## config.mk

```make
export PLATFORM = sky130hd
export DESIGN_NAME = ahb_mem_arbiter2_flat
export DESIGN_NICKNAME = d
export VERILOG_FILES = /design/src/rtl/ahb_mem_arbiter2_if.sv /design/src/rtl/ahb_mem_arbiter2.sv /design/src/flat_wrapper.sv
export SDC_FILE = /design/constraint.sdc
export NUM_CORES = 1
export LEC_CHECK = 0
export CAP_MARGIN = 25
export CORE_AREA = 2 2 122 124
export CTS_CLUSTER_DIAMETER = 200
export CTS_CLUSTER_SIZE = 10
export DETAILED_ROUTE_END_ITERATION = 8
export DIE_AREA = 0 0 124 126
export PLACE_DENSITY = 0.73
export SYNTH_ARGS = -nofsm -noshare
export SYNTH_HDL_FRONTEND = slang
export SYNTH_SLANG_ARGS = --single-unit
```

## constraint.sdc

```tcl
create_clock -name HCLK -period 11 [get_ports HCLK]
set_input_delay 1.1 -clock HCLK [delete_from_list [all_inputs] [get_ports HCLK]]
set_output_delay 1.1 -clock HCLK [all_outputs]
set_load 0.01 [all_outputs]
```

## src/rtl/ahb_mem_arbiter2_if.sv

```systemverilog
// AHB-Lite port bundle shared by the two upstream ports and the downstream memory port.
// The arbiter uses "slave" for the upstream ports and "master" for the downstream port.
interface ahb_mem_arbiter2_if;
  logic        HSEL;
  logic [31:0] HADDR;
  logic [1:0]  HTRANS;
  logic        HWRITE;
  logic [2:0]  HSIZE;
  logic [31:0] HWDATA;
  logic        HREADY;
  logic        HREADYOUT;
  logic [31:0] HRDATA;

  modport master (
    output HSEL, HADDR, HTRANS, HWRITE, HSIZE, HWDATA, HREADY,
    input  HREADYOUT, HRDATA
  );

  modport slave (
    input  HSEL, HADDR, HTRANS, HWRITE, HSIZE, HWDATA, HREADY,
    output HREADYOUT, HRDATA
  );
endinterface

```

## src/rtl/ahb_mem_arbiter2.sv

```systemverilog
// Two-port AHB-Lite arbiter in front of one low-wait memory slave.
// The losing address phase is parked in a one-entry register per port and replayed later.
module ahb_mem_arbiter2 #(
  parameter bit FIXED_PRIO = 1'b0
) (
  input  logic               HCLK,
  input  logic               HRESET,
  ahb_mem_arbiter2_if.slave  s0,
  ahb_mem_arbiter2_if.slave  s1,
  ahb_mem_arbiter2_if.master m,
  output logic [1:0]         GRANT
);

  typedef enum logic [1:0] {
    DP_NONE = 2'd0,
    DP_P0   = 2'd1,
    DP_P1   = 2'd2
  } dpOwner_t;

  logic [1:0]  r_pendValid;
  logic [31:0] r_pendAddr  [2];
  logic [1:0]  r_pendWrite;
  logic [2:0]  r_pendSize  [2];
  dpOwner_t    r_dpOwner;
  logic        r_lastGrant;

  logic [1:0]  w_live;
  logic [1:0]  w_req;
  logic [31:0] w_liveAddr  [2];
  logic [1:0]  w_liveWrite;
  logic [2:0]  w_liveSize  [2];
  logic        w_slot;
  logic        w_anyReq;
  logic        w_winner;
  logic        w_fwd;
  logic [31:0] w_addr;
  logic        w_write;
  logic [2:0]  w_size;

  // NONSEQ and SEQ both count as a live transfer; IDLE/BUSY never do.
  assign w_live[0] = s0.HSEL & ((s0.HTRANS == 2'b10) | (s0.HTRANS == 2'b11)) & s0.HREADY;
  assign w_live[1] = s1.HSEL & ((s1.HTRANS == 2'b10) | (s1.HTRANS == 2'b11)) & s1.HREADY;

  assign w_liveAddr[0]  = s0.HADDR;
  assign w_liveAddr[1]  = s1.HADDR;
  assign w_liveWrite[0] = s0.HWRITE;
  assign w_liveWrite[1] = s1.HWRITE;
  assign w_liveSize[0]  = s0.HSIZE;
  assign w_liveSize[1]  = s1.HSIZE;

  assign w_req    = r_pendValid | w_live;
  assign w_anyReq = |w_req;
  assign w_slot   = (r_dpOwner == DP_NONE) | m.HREADYOUT;
  assign w_fwd    = w_slot & w_anyReq & ~HRESET;

  always_comb begin
    w_winner = w_req[1];
    if (w_req == 2'b11) begin
      w_winner = FIXED_PRIO ? 1'b0 : ~r_lastGrant;
    end
  end

  // A parked address phase takes precedence over the live bus of the same port.
  always_comb begin
    w_addr  = w_liveAddr[w_winner];
    w_write = w_liveWrite[w_winner];
    w_size  = w_liveSize[w_winner];
    if (r_pendValid[w_winner]) begin
      w_addr  = r_pendAddr[w_winner];
      w_write = r_pendWrite[w_winner];
      w_size  = r_pendSize[w_winner];
    end
  end

  assign m.HSEL   = w_fwd;
  assign m.HTRANS = w_fwd ? 2'b10 : 2'b00;
  assign m.HADDR  = w_fwd ? w_addr : 32'd0;
  assign m.HWRITE = w_fwd ? w_write : 1'b0;
  assign m.HSIZE  = w_fwd ? w_size : 3'd0;
  assign m.HREADY = (r_dpOwner == DP_NONE) ? 1'b1 : m.HREADYOUT;
  assign GRANT    = w_fwd ? (w_winner ? 2'b10 : 2'b01) : 2'b00;

  always_comb begin
    case (r_dpOwner)
      DP_P0:   m.HWDATA = s0.HWDATA;
      DP_P1:   m.HWDATA = s1.HWDATA;
      default: m.HWDATA = 32'd0;
    endcase
  end

  always_comb begin
    s0.HREADYOUT = 1'b1;
    s1.HREADYOUT = 1'b1;
    if (!HRESET) begin
      if (r_dpOwner == DP_P0) begin
        s0.HREADYOUT = m.HREADYOUT;
      end else if (r_pendValid[0]) begin
        s0.HREADYOUT = 1'b0;
      end
      if (r_dpOwner == DP_P1) begin
        s1.HREADYOUT = m.HREADYOUT;
      end else if (r_pendValid[1]) begin
        s1.HREADYOUT = 1'b0;
      end
    end
  end

  assign s0.HRDATA = (!HRESET && (r_dpOwner == DP_P0)) ? m.HRDATA : 32'd0;
  assign s1.HRDATA = (!HRESET && (r_dpOwner == DP_P1)) ? m.HRDATA : 32'd0;

  // A live request that is not forwarded this cycle is parked; reset drops it without replay.
  always_ff @(posedge HCLK) begin
    if (HRESET) begin
      r_pendValid <= 2'b00;
      r_dpOwner   <= DP_NONE;
      r_lastGrant <= 1'b1;
    end else begin
      if (w_slot) begin
        if (w_anyReq) begin
          r_dpOwner   <= w_winner ? DP_P1 : DP_P0;
          r_lastGrant <= w_winner;
        end else begin
          r_dpOwner <= DP_NONE;
        end
      end
      for (int i = 0; i < 2; i++) begin
        if (w_fwd && (w_winner == 1'(i))) begin
          r_pendValid[i] <= 1'b0;
        end else if (w_live[i]) begin
          r_pendValid[i] <= 1'b1;
          r_pendAddr[i]  <= w_liveAddr[i];
          r_pendWrite[i] <= w_liveWrite[i];
          r_pendSize[i]  <= w_liveSize[i];
        end
      end
    end
  end

  // A stalled port sees HREADY low, so it can never present a new transfer while parked.
  aPendLive0 : assert property (@(posedge HCLK) disable iff (HRESET)
                                !(r_pendValid[0] && w_live[0]));
  aPendLive1 : assert property (@(posedge HCLK) disable iff (HRESET)
                                !(r_pendValid[1] && w_live[1]));

endmodule

```

## src/flat_wrapper.sv

```systemverilog
// flat-port wrapper written by rule: the top's interface ports become plain ports
module ahb_mem_arbiter2_flat 
#(
  parameter bit FIXED_PRIO = 1'b0
)
  (HCLK, HRESET, GRANT, s0_HSEL, s0_HADDR, s0_HTRANS, s0_HWRITE, s0_HSIZE, s0_HWDATA, s0_HREADY, s0_HREADYOUT, s0_HRDATA, s1_HSEL, s1_HADDR, s1_HTRANS, s1_HWRITE, s1_HSIZE, s1_HWDATA, s1_HREADY, s1_HREADYOUT, s1_HRDATA, m_HSEL, m_HADDR, m_HTRANS, m_HWRITE, m_HSIZE, m_HWDATA, m_HREADY, m_HREADYOUT, m_HRDATA);
  ahb_mem_arbiter2_if s0_i ();
  ahb_mem_arbiter2_if s1_i ();
  ahb_mem_arbiter2_if m_i ();
  input  logic HCLK;
  input  logic HRESET;
  output logic [1:0] GRANT;
  input wire logic [$bits(s0_i.HSEL)-1:0] s0_HSEL;
  input wire logic [$bits(s0_i.HADDR)-1:0] s0_HADDR;
  input wire logic [$bits(s0_i.HTRANS)-1:0] s0_HTRANS;
  input wire logic [$bits(s0_i.HWRITE)-1:0] s0_HWRITE;
  input wire logic [$bits(s0_i.HSIZE)-1:0] s0_HSIZE;
  input wire logic [$bits(s0_i.HWDATA)-1:0] s0_HWDATA;
  input wire logic [$bits(s0_i.HREADY)-1:0] s0_HREADY;
  output wire logic [$bits(s0_i.HREADYOUT)-1:0] s0_HREADYOUT;
  output wire logic [$bits(s0_i.HRDATA)-1:0] s0_HRDATA;
  input wire logic [$bits(s1_i.HSEL)-1:0] s1_HSEL;
  input wire logic [$bits(s1_i.HADDR)-1:0] s1_HADDR;
  input wire logic [$bits(s1_i.HTRANS)-1:0] s1_HTRANS;
  input wire logic [$bits(s1_i.HWRITE)-1:0] s1_HWRITE;
  input wire logic [$bits(s1_i.HSIZE)-1:0] s1_HSIZE;
  input wire logic [$bits(s1_i.HWDATA)-1:0] s1_HWDATA;
  input wire logic [$bits(s1_i.HREADY)-1:0] s1_HREADY;
  output wire logic [$bits(s1_i.HREADYOUT)-1:0] s1_HREADYOUT;
  output wire logic [$bits(s1_i.HRDATA)-1:0] s1_HRDATA;
  output wire logic [$bits(m_i.HSEL)-1:0] m_HSEL;
  output wire logic [$bits(m_i.HADDR)-1:0] m_HADDR;
  output wire logic [$bits(m_i.HTRANS)-1:0] m_HTRANS;
  output wire logic [$bits(m_i.HWRITE)-1:0] m_HWRITE;
  output wire logic [$bits(m_i.HSIZE)-1:0] m_HSIZE;
  output wire logic [$bits(m_i.HWDATA)-1:0] m_HWDATA;
  output wire logic [$bits(m_i.HREADY)-1:0] m_HREADY;
  input wire logic [$bits(m_i.HREADYOUT)-1:0] m_HREADYOUT;
  input wire logic [$bits(m_i.HRDATA)-1:0] m_HRDATA;
  assign s0_i.HSEL = s0_HSEL;
  assign s0_i.HADDR = s0_HADDR;
  assign s0_i.HTRANS = s0_HTRANS;
  assign s0_i.HWRITE = s0_HWRITE;
  assign s0_i.HSIZE = s0_HSIZE;
  assign s0_i.HWDATA = s0_HWDATA;
  assign s0_i.HREADY = s0_HREADY;
  assign s0_HREADYOUT = s0_i.HREADYOUT;
  assign s0_HRDATA = s0_i.HRDATA;
  assign s1_i.HSEL = s1_HSEL;
  assign s1_i.HADDR = s1_HADDR;
  assign s1_i.HTRANS = s1_HTRANS;
  assign s1_i.HWRITE = s1_HWRITE;
  assign s1_i.HSIZE = s1_HSIZE;
  assign s1_i.HWDATA = s1_HWDATA;
  assign s1_i.HREADY = s1_HREADY;
  assign s1_HREADYOUT = s1_i.HREADYOUT;
  assign s1_HRDATA = s1_i.HRDATA;
  assign m_HSEL = m_i.HSEL;
  assign m_HADDR = m_i.HADDR;
  assign m_HTRANS = m_i.HTRANS;
  assign m_HWRITE = m_i.HWRITE;
  assign m_HSIZE = m_i.HSIZE;
  assign m_HWDATA = m_i.HWDATA;
  assign m_HREADY = m_i.HREADY;
  assign m_i.HREADYOUT = m_HREADYOUT;
  assign m_i.HRDATA = m_HRDATA;
  ahb_mem_arbiter2 #(.FIXED_PRIO(FIXED_PRIO)) u_core (.HCLK(HCLK), .HRESET(HRESET), .s0(s0_i), .s1(s1_i), .m(m_i), .GRANT(GRANT));
endmodule
```

==> metrics.txt, run 1 <==
drt pass-1 iters 5; Worst setup EP type primary output; Vert. Die Dim 126 um; VDD IR max 0.0722 mV; Critical Path RT 9.90 ns; P_sw 0.177 mW; GRT Total Usage 20.9%; worst path arrival time 3.87 ns; P_int 0.589 mW; Hold Buf Count CTS 0; clock sink total 77; number of global-route vias before repair 4503; EDFF count, synth 72; Final Critical Period 4.97 ns; largest net degree at the start of global routing 40; element type at the critical path start primary input; most frequent cell after synthesis edfxtp_1; ys async rst share 0%; Static Leak 2.68 nW; layout cell share with drive strength beyond 1 8.74%; Cells after Synth 397; clk_skew 0.00603 ns; HP Class register to register; first-pass GRT wire length 25100 um; top cell type's share of synthesized area 49.2%; DP HPWL 13100 um; die area 15600 um^2; Final setup viols 0; clock power share 38.8%; Switching Fraction 23.1%; combinational group share of total power 19.0%; Die X 124 um; Least-Margin Pin Slew 0.900 ns; top_reg_cell synth edfxtp_1; Post-Syn Nets 579; DR vias/cell 5.18; number of fill cells 1227; Final Cycle Share 45.2%; part of the power in registers 42.3%; Clock H-tree levels 3; gpl congestion 0.836; antenna violations before repair 3; Top Ports 319; Initial Util 30.7%; total grt overflow 0; PwrDens 95.8 nW/um^2; clk_lat worst skew 0.34 ns; Detail Route Antenna Nets 0; CTS Root Cell clkbuf_16; Syn-to-layout area delta 82.2%; DRT iter0 DRCs 340; Synth area leader edfxtp_1; Resize count post-CTS 0; synthesized area 4390 um^2; Ys Warns 0; total CTS buffers 9; Post-Layout Cell Count 885; Slew Limit Fails 0; Cell Rows 44; Nets 875; Syn Area/Cell 11.1 um^2; WL/cell 19.5 um; via count 4581; CP Max Fanout 21; Cells after DPL 865; relative slew slack 39.8%; outcome complete, no violations; total wire length 17300 um; max_cap viols 0; top cells by area, synth edfxtp_1, and2_1, o221a_2; Fmax 201 MHz; CP Class primary input to primary output; dpl cell area 7680 um^2; RSZ-0062 raised after global routing false; core box area 14300 um^2; Fin Setup TNS 0 ns; #FFs+latches synth 77; CTS tree done; IO buf count 315; Post-CTS Setup Repair Bufs 0; Reg clk slew, reported paths 0.06 ns; maximum clock path buffer count 2; final hold viol count 0; Yosys cell types 35; most common library cells after synthesis edfxtp_1, and2_1, o22ai_1; number of remaining DRC errors 0; final instance area 8000 um^2; register area share after synthesis 51.5%
==> power by group through the flow <==
stage / clock network (mW) / logic (mW) / registers (mW)
2_1_floorplan: 0 / 0.0469 / 0.330
6_report: 0.297 / 0.145 / 0.324
4_1_cts: 0.301 / 0.146 / 0.324
3_5_place_dp: 0 / 0.145 / 0.330
3_3_place_gp: 0 / 0.142 / 0.330
5_1_grt: 0.315 / 0.155 / 0.324
==> cell families after synthesis <==
family,share of synthesized area [%]
other,0.0854
AO/OA/AOI/OAI,26.6
flip-flops,51.5
buffers and inverters,5.30
adder cells (fa/ha/maj),0.855
AND/OR/NAND/NOR,15.6
==> cell usage in the layout, fill, tap and decap left out, types with 2 or more instances in the layout <==
cell type / n
a21oi_1: 35
a22oi_1: 32
nor3_1: 2
diode_2: 3
dfxtp_1: 5
nand3_1: 2
buf_4: 11
clkinvlp_4: 2
o22ai_1: 36
o221a_1: 6
o211ai_1: 2
nand2_1: 2
a211oi_1: 2
inv_1: 7
and2_1: 65
clkinv_2: 2
edfxtp_1: 72
a2bb2oi_1: 3
clkdlybuf4s50_1: 315
ha_1: 3
o221a_2: 29
nor2b_1: 34
nor2_1: 3
a31oi_1: 2
clkbuf_16: 9
==> path summary, 6_finish.rpt <==
check / start / end / slack [ns] / depth (start not counted)
hold reg to reg: u_core.r_dpOwner[1]$_SDFFE_PP0P_ / u_core.r_dpOwner[1]$_SDFFE_PP0P_ / 0.53 / 1
hold / removal: u_core.r_dpOwner[1]$_SDFFE_PP0P_ / u_core.r_dpOwner[1]$_SDFFE_PP0P_ / 0.53 / 1
setup / recovery: s1_HSEL / GRANT[1] / 6.03 / 7
setup reg to reg: u_core.r_pendValid[0]$_SDFFE_PP0P_ / u_core.r_pendAddr[1][8]$_DFFE_PP_ / 8.07 / 4
==> worst max-delay path: stages <==
cell             delay, ns
clkdlybuf4s50_1       0.44
a31oi_1               0.46
a211o_1               0.66
buf_4                 0.38
inv_1                 0.13
and2_1                0.18
clkdlybuf4s50_1       0.50
==> metal layers <==
layer | share of wire [%] | wire (um) | up-vias | track usage, %
met5 | 0 | 0 | - | 0
met4 | 2.0 | 338 | 0 | 7.87
met3 | 8.5 | 1470 | 21 | 5.75
met2 | 51 | 8860 | 219 | 35.8
met1 | 38 | 6600 | 2194 | 24.9
li1 | - | - | 2147 | -
==> state kept, by name, indices dropped and copies added (netlist names) <==
| signal | count |
|---|---|
| u_core.r_dpOwner | 2 |
| u_core.r_lastGrant | 1 |
| u_core.r_pendAddr | 64 |
| u_core.r_pendSize | 6 |
| u_core.r_pendValid | 2 |
| u_core.r_pendWrite | 2 |
==> stage by stage <==
step / total power, mW / util (%) / worst slack, ns / hold WS (ns)
after detailed placement: 0.475 / 53.6 / 5.98 / 0.515
after CTS: 0.771 / 55.7 / 5.97 / 0.530
after global routing: 0.794 / 55.9 / 5.88 / 0.549
after global placement: 0.472 / 53.6 / 6.08 / 0.496
final: 0.766 / 55.9 / 6.03 / 0.531
after floorplan: 0.377 / - / 6.21 / 0.487
==> area by class of cell <==
class	instances	area (um^2)	share of cell area (%)
Inverter	7	26.3	0.329
Sequential cell	77	2260	28.3
Tap cell	184	230	2.88
Multi-Input combinational cell	271	1920	24.0
Antenna cell	3	7.51	0.0939
Clock buffer	10	229	2.86
Clock inverter	6	63.8	0.798
Timing Repair Buffer	327	3260	40.7
No activity file was read; power rests on OpenSTA's default activity.
==> run 2: changes to the inputs <==
- CORE_AREA: 2 2 122 124 -> 2 2 124 126
- DIE_AREA: 0 0 124 126 -> 0 0 126 128
- PLACE_DENSITY: 0.73 -> 0.74
- clock period: 11 -> 4.39 ns (I/O delays scaled with it)
==> run 2 against run 1 <==
  * Cell area rose by 0.17%
  * Via count rose by 0.87%
  * Clock skew increased by 0.0023 ns
  * Die area rose by 3.2%
  * Flip-flop and latch count is the same
  * Sequential share of layout area is essentially flat
  * Clock-buffer cell count fell by 1
  * Register-to-register slack got worse by 6.2 ns
  * Non-clock buffer count stayed put
  * Utilization down 2.0 points
  * Setup slack lost 5.2 ns
  * Largest power group unchanged
  * First-iteration DRC count shrank 25%
==> metrics.txt, run 2 (synthesized netlist as in run 1, its figures left out) <==
Static Leak 2.68 nW; VDD IR max 0.170 mV; Setup WS pre-CTS 0.848 ns; DR vias/cell 5.20; element type at the critical path start primary input; DP HPWL 14000 um; P_sw 0.433 mW; Post-CTS Setup Repair Bufs 0; M1 wire length 7290 um; first-pass GRT wire length 26800 um; Final setup viols 0; CP Max Fanout 25; combinational group share of total power 19.5%; maximum clock path buffer count 2; total grt overflow 0; clock sink total 77; clk_lat worst skew 0.33 ns; antenna violations before repair 2; Worst setup EP type primary output; GRT Total Usage 21.3%; Detail Route Antenna Nets 0; largest registers u_core.r_pendAddr (64), u_core.r_pendSize (6); clock power share 38.0%; clk_skew 0.00832 ns; Resize count post-CTS 0; via count 4621; met3 WL post-DR 1500 um; most frequent cells in the layout clkdlybuf4s50_1, edfxtp_1, and2_1, o22ai_1, a21oi_1; outcome complete, no violations; die area 16100 um^2; drt pass-1 iters 5; commonest non-fill, non-tap cell in the layout clkdlybuf4s50_1; PwrDens 238 nW/um^2; final core occ 53.9%; Top Ports 319; worst path arrival time 3.11 ns; core box area 14900 um^2; Clock H-tree levels 3; top layer in use met4; part of the power in registers 42.5%; total CTS buffers 9; CTS Root Cell clkbuf_16; gpl congestion 0.861; Initial Util 29.5%; CTS tree done; P_int 1.47 mW; DRT iter0 DRCs 254; Slew Limit Fails 0; Cell Rows 45; Hold Buf Count CTS 0; Syn-to-layout area delta 82.5%; Top reg by flops u_core.r_pendAddr; number of remaining DRC errors 0; number of fill cells 1282; Fin Setup TNS 0 ns; largest net degree at the start of global routing 40; max_cap viols 0; Least-Margin Pin Slew 0.922 ns; Nets 875; final hold viol count 0; Switching Fraction 22.7%; Die X 126 um; relative slew slack 38.5%; IO buf count 315; final worst slack 0.843 ns; final instance area 8010 um^2; Vert. Die Dim 128 um; DR WL met2 9260 um; layout cell share with drive strength beyond 1 8.74%; HP Class register to register; RSZ-0062 raised after global routing false; WL/cell 20.8 um; number of global-route vias before repair 4555; Reg clk slew, reported paths 0.06 ns; dpl cell area 7710 um^2; Final Critical Period 3.55 ns; max FFs per register 64; total wire length 18400 um; Final Cycle Share 80.8%; Fmax 282 MHz; CP Class primary input to primary output; Critical Path RT 3.95 ns
-- run 2: changes by cell type in the layout (fill, tap and decap cells not counted), sizes merged --
cell,previous run,this run
clkinvlp,2,3
inv,8,7
clkinv,2,3
diode,3,2
clkbuf,10,9
-- run 2: area by class of cell --
class                      count  area (um^2)  area share, %
antenna                        2         5.00         0.0625
clock buffer                   9          225           2.81
clock inverter                 7         66.3          0.828
inverter                       7         26.3          0.328
multi-input combinational    271         1920           24.0
sequential                    77         2260           28.2
tap                          188          235           2.94
timing repair buffer         327         3270           40.8
-- run 2: critical path, stage by stage --
cell             delay (ns)
clkdlybuf4s50_1        0.45
a31oi_1                0.50
a211o_1                0.54
buf_4                  0.40
a21oi_1                0.10
o221a_2                0.18
clkdlybuf4s50_1        0.49
-- run 2: through the flow --
step | cells | power, mW | hold WS [ns]
5_1_grt | 888 | 1.99 | 0.568
6_report | 888 | 1.91 | 0.544
2_1_floorplan | 397 | 0.944 | 0.487
3_5_place_dp | 870 | 1.20 | 0.530
4_1_cts | 886 | 1.93 | 0.546
3_3_place_gp | 870 | 1.19 | 0.497
-- run 2: layer usage --
layer	track usage, %	vias up
li1	-	2145
met1	27.1	2211
met2	35.5	244
met3	5.72	21
met4	6.72	0
met5	0	-
-- run 2: final timing paths --
kind	endpoint	slack, ns	depth (start not counted)	start
setup / recovery	m_HSIZE[1]	0.84	7	s1_HSEL
hold / removal	u_core.r_dpOwner[1]$_SDFFE_PP0P_	0.54	1	u_core.r_dpOwner[1]$_SDFFE_PP0P_
setup reg to reg	u_core.r_pendAddr[1][5]$_DFFE_PP_	1.89	4	u_core.r_pendValid[0]$_SDFFE_PP0P_
hold reg to reg	u_core.r_dpOwner[1]$_SDFFE_PP0P_	0.54	1	u_core.r_dpOwner[1]$_SDFFE_PP0P_
-- run 2: power groups by stage --
| stage | combinational [mW] | sequential [mW] | clock (mW) |
|---|---|---|---|
| 2_1_floorplan | 0.118 | 0.826 | 0 |
| 3_3_place_gp | 0.363 | 0.826 | 0 |
| 3_5_place_dp | 0.369 | 0.826 | 0 |
| 4_1_cts | 0.373 | 0.811 | 0.743 |
| 5_1_grt | 0.395 | 0.811 | 0.784 |
| 6_report | 0.372 | 0.811 | 0.724 |
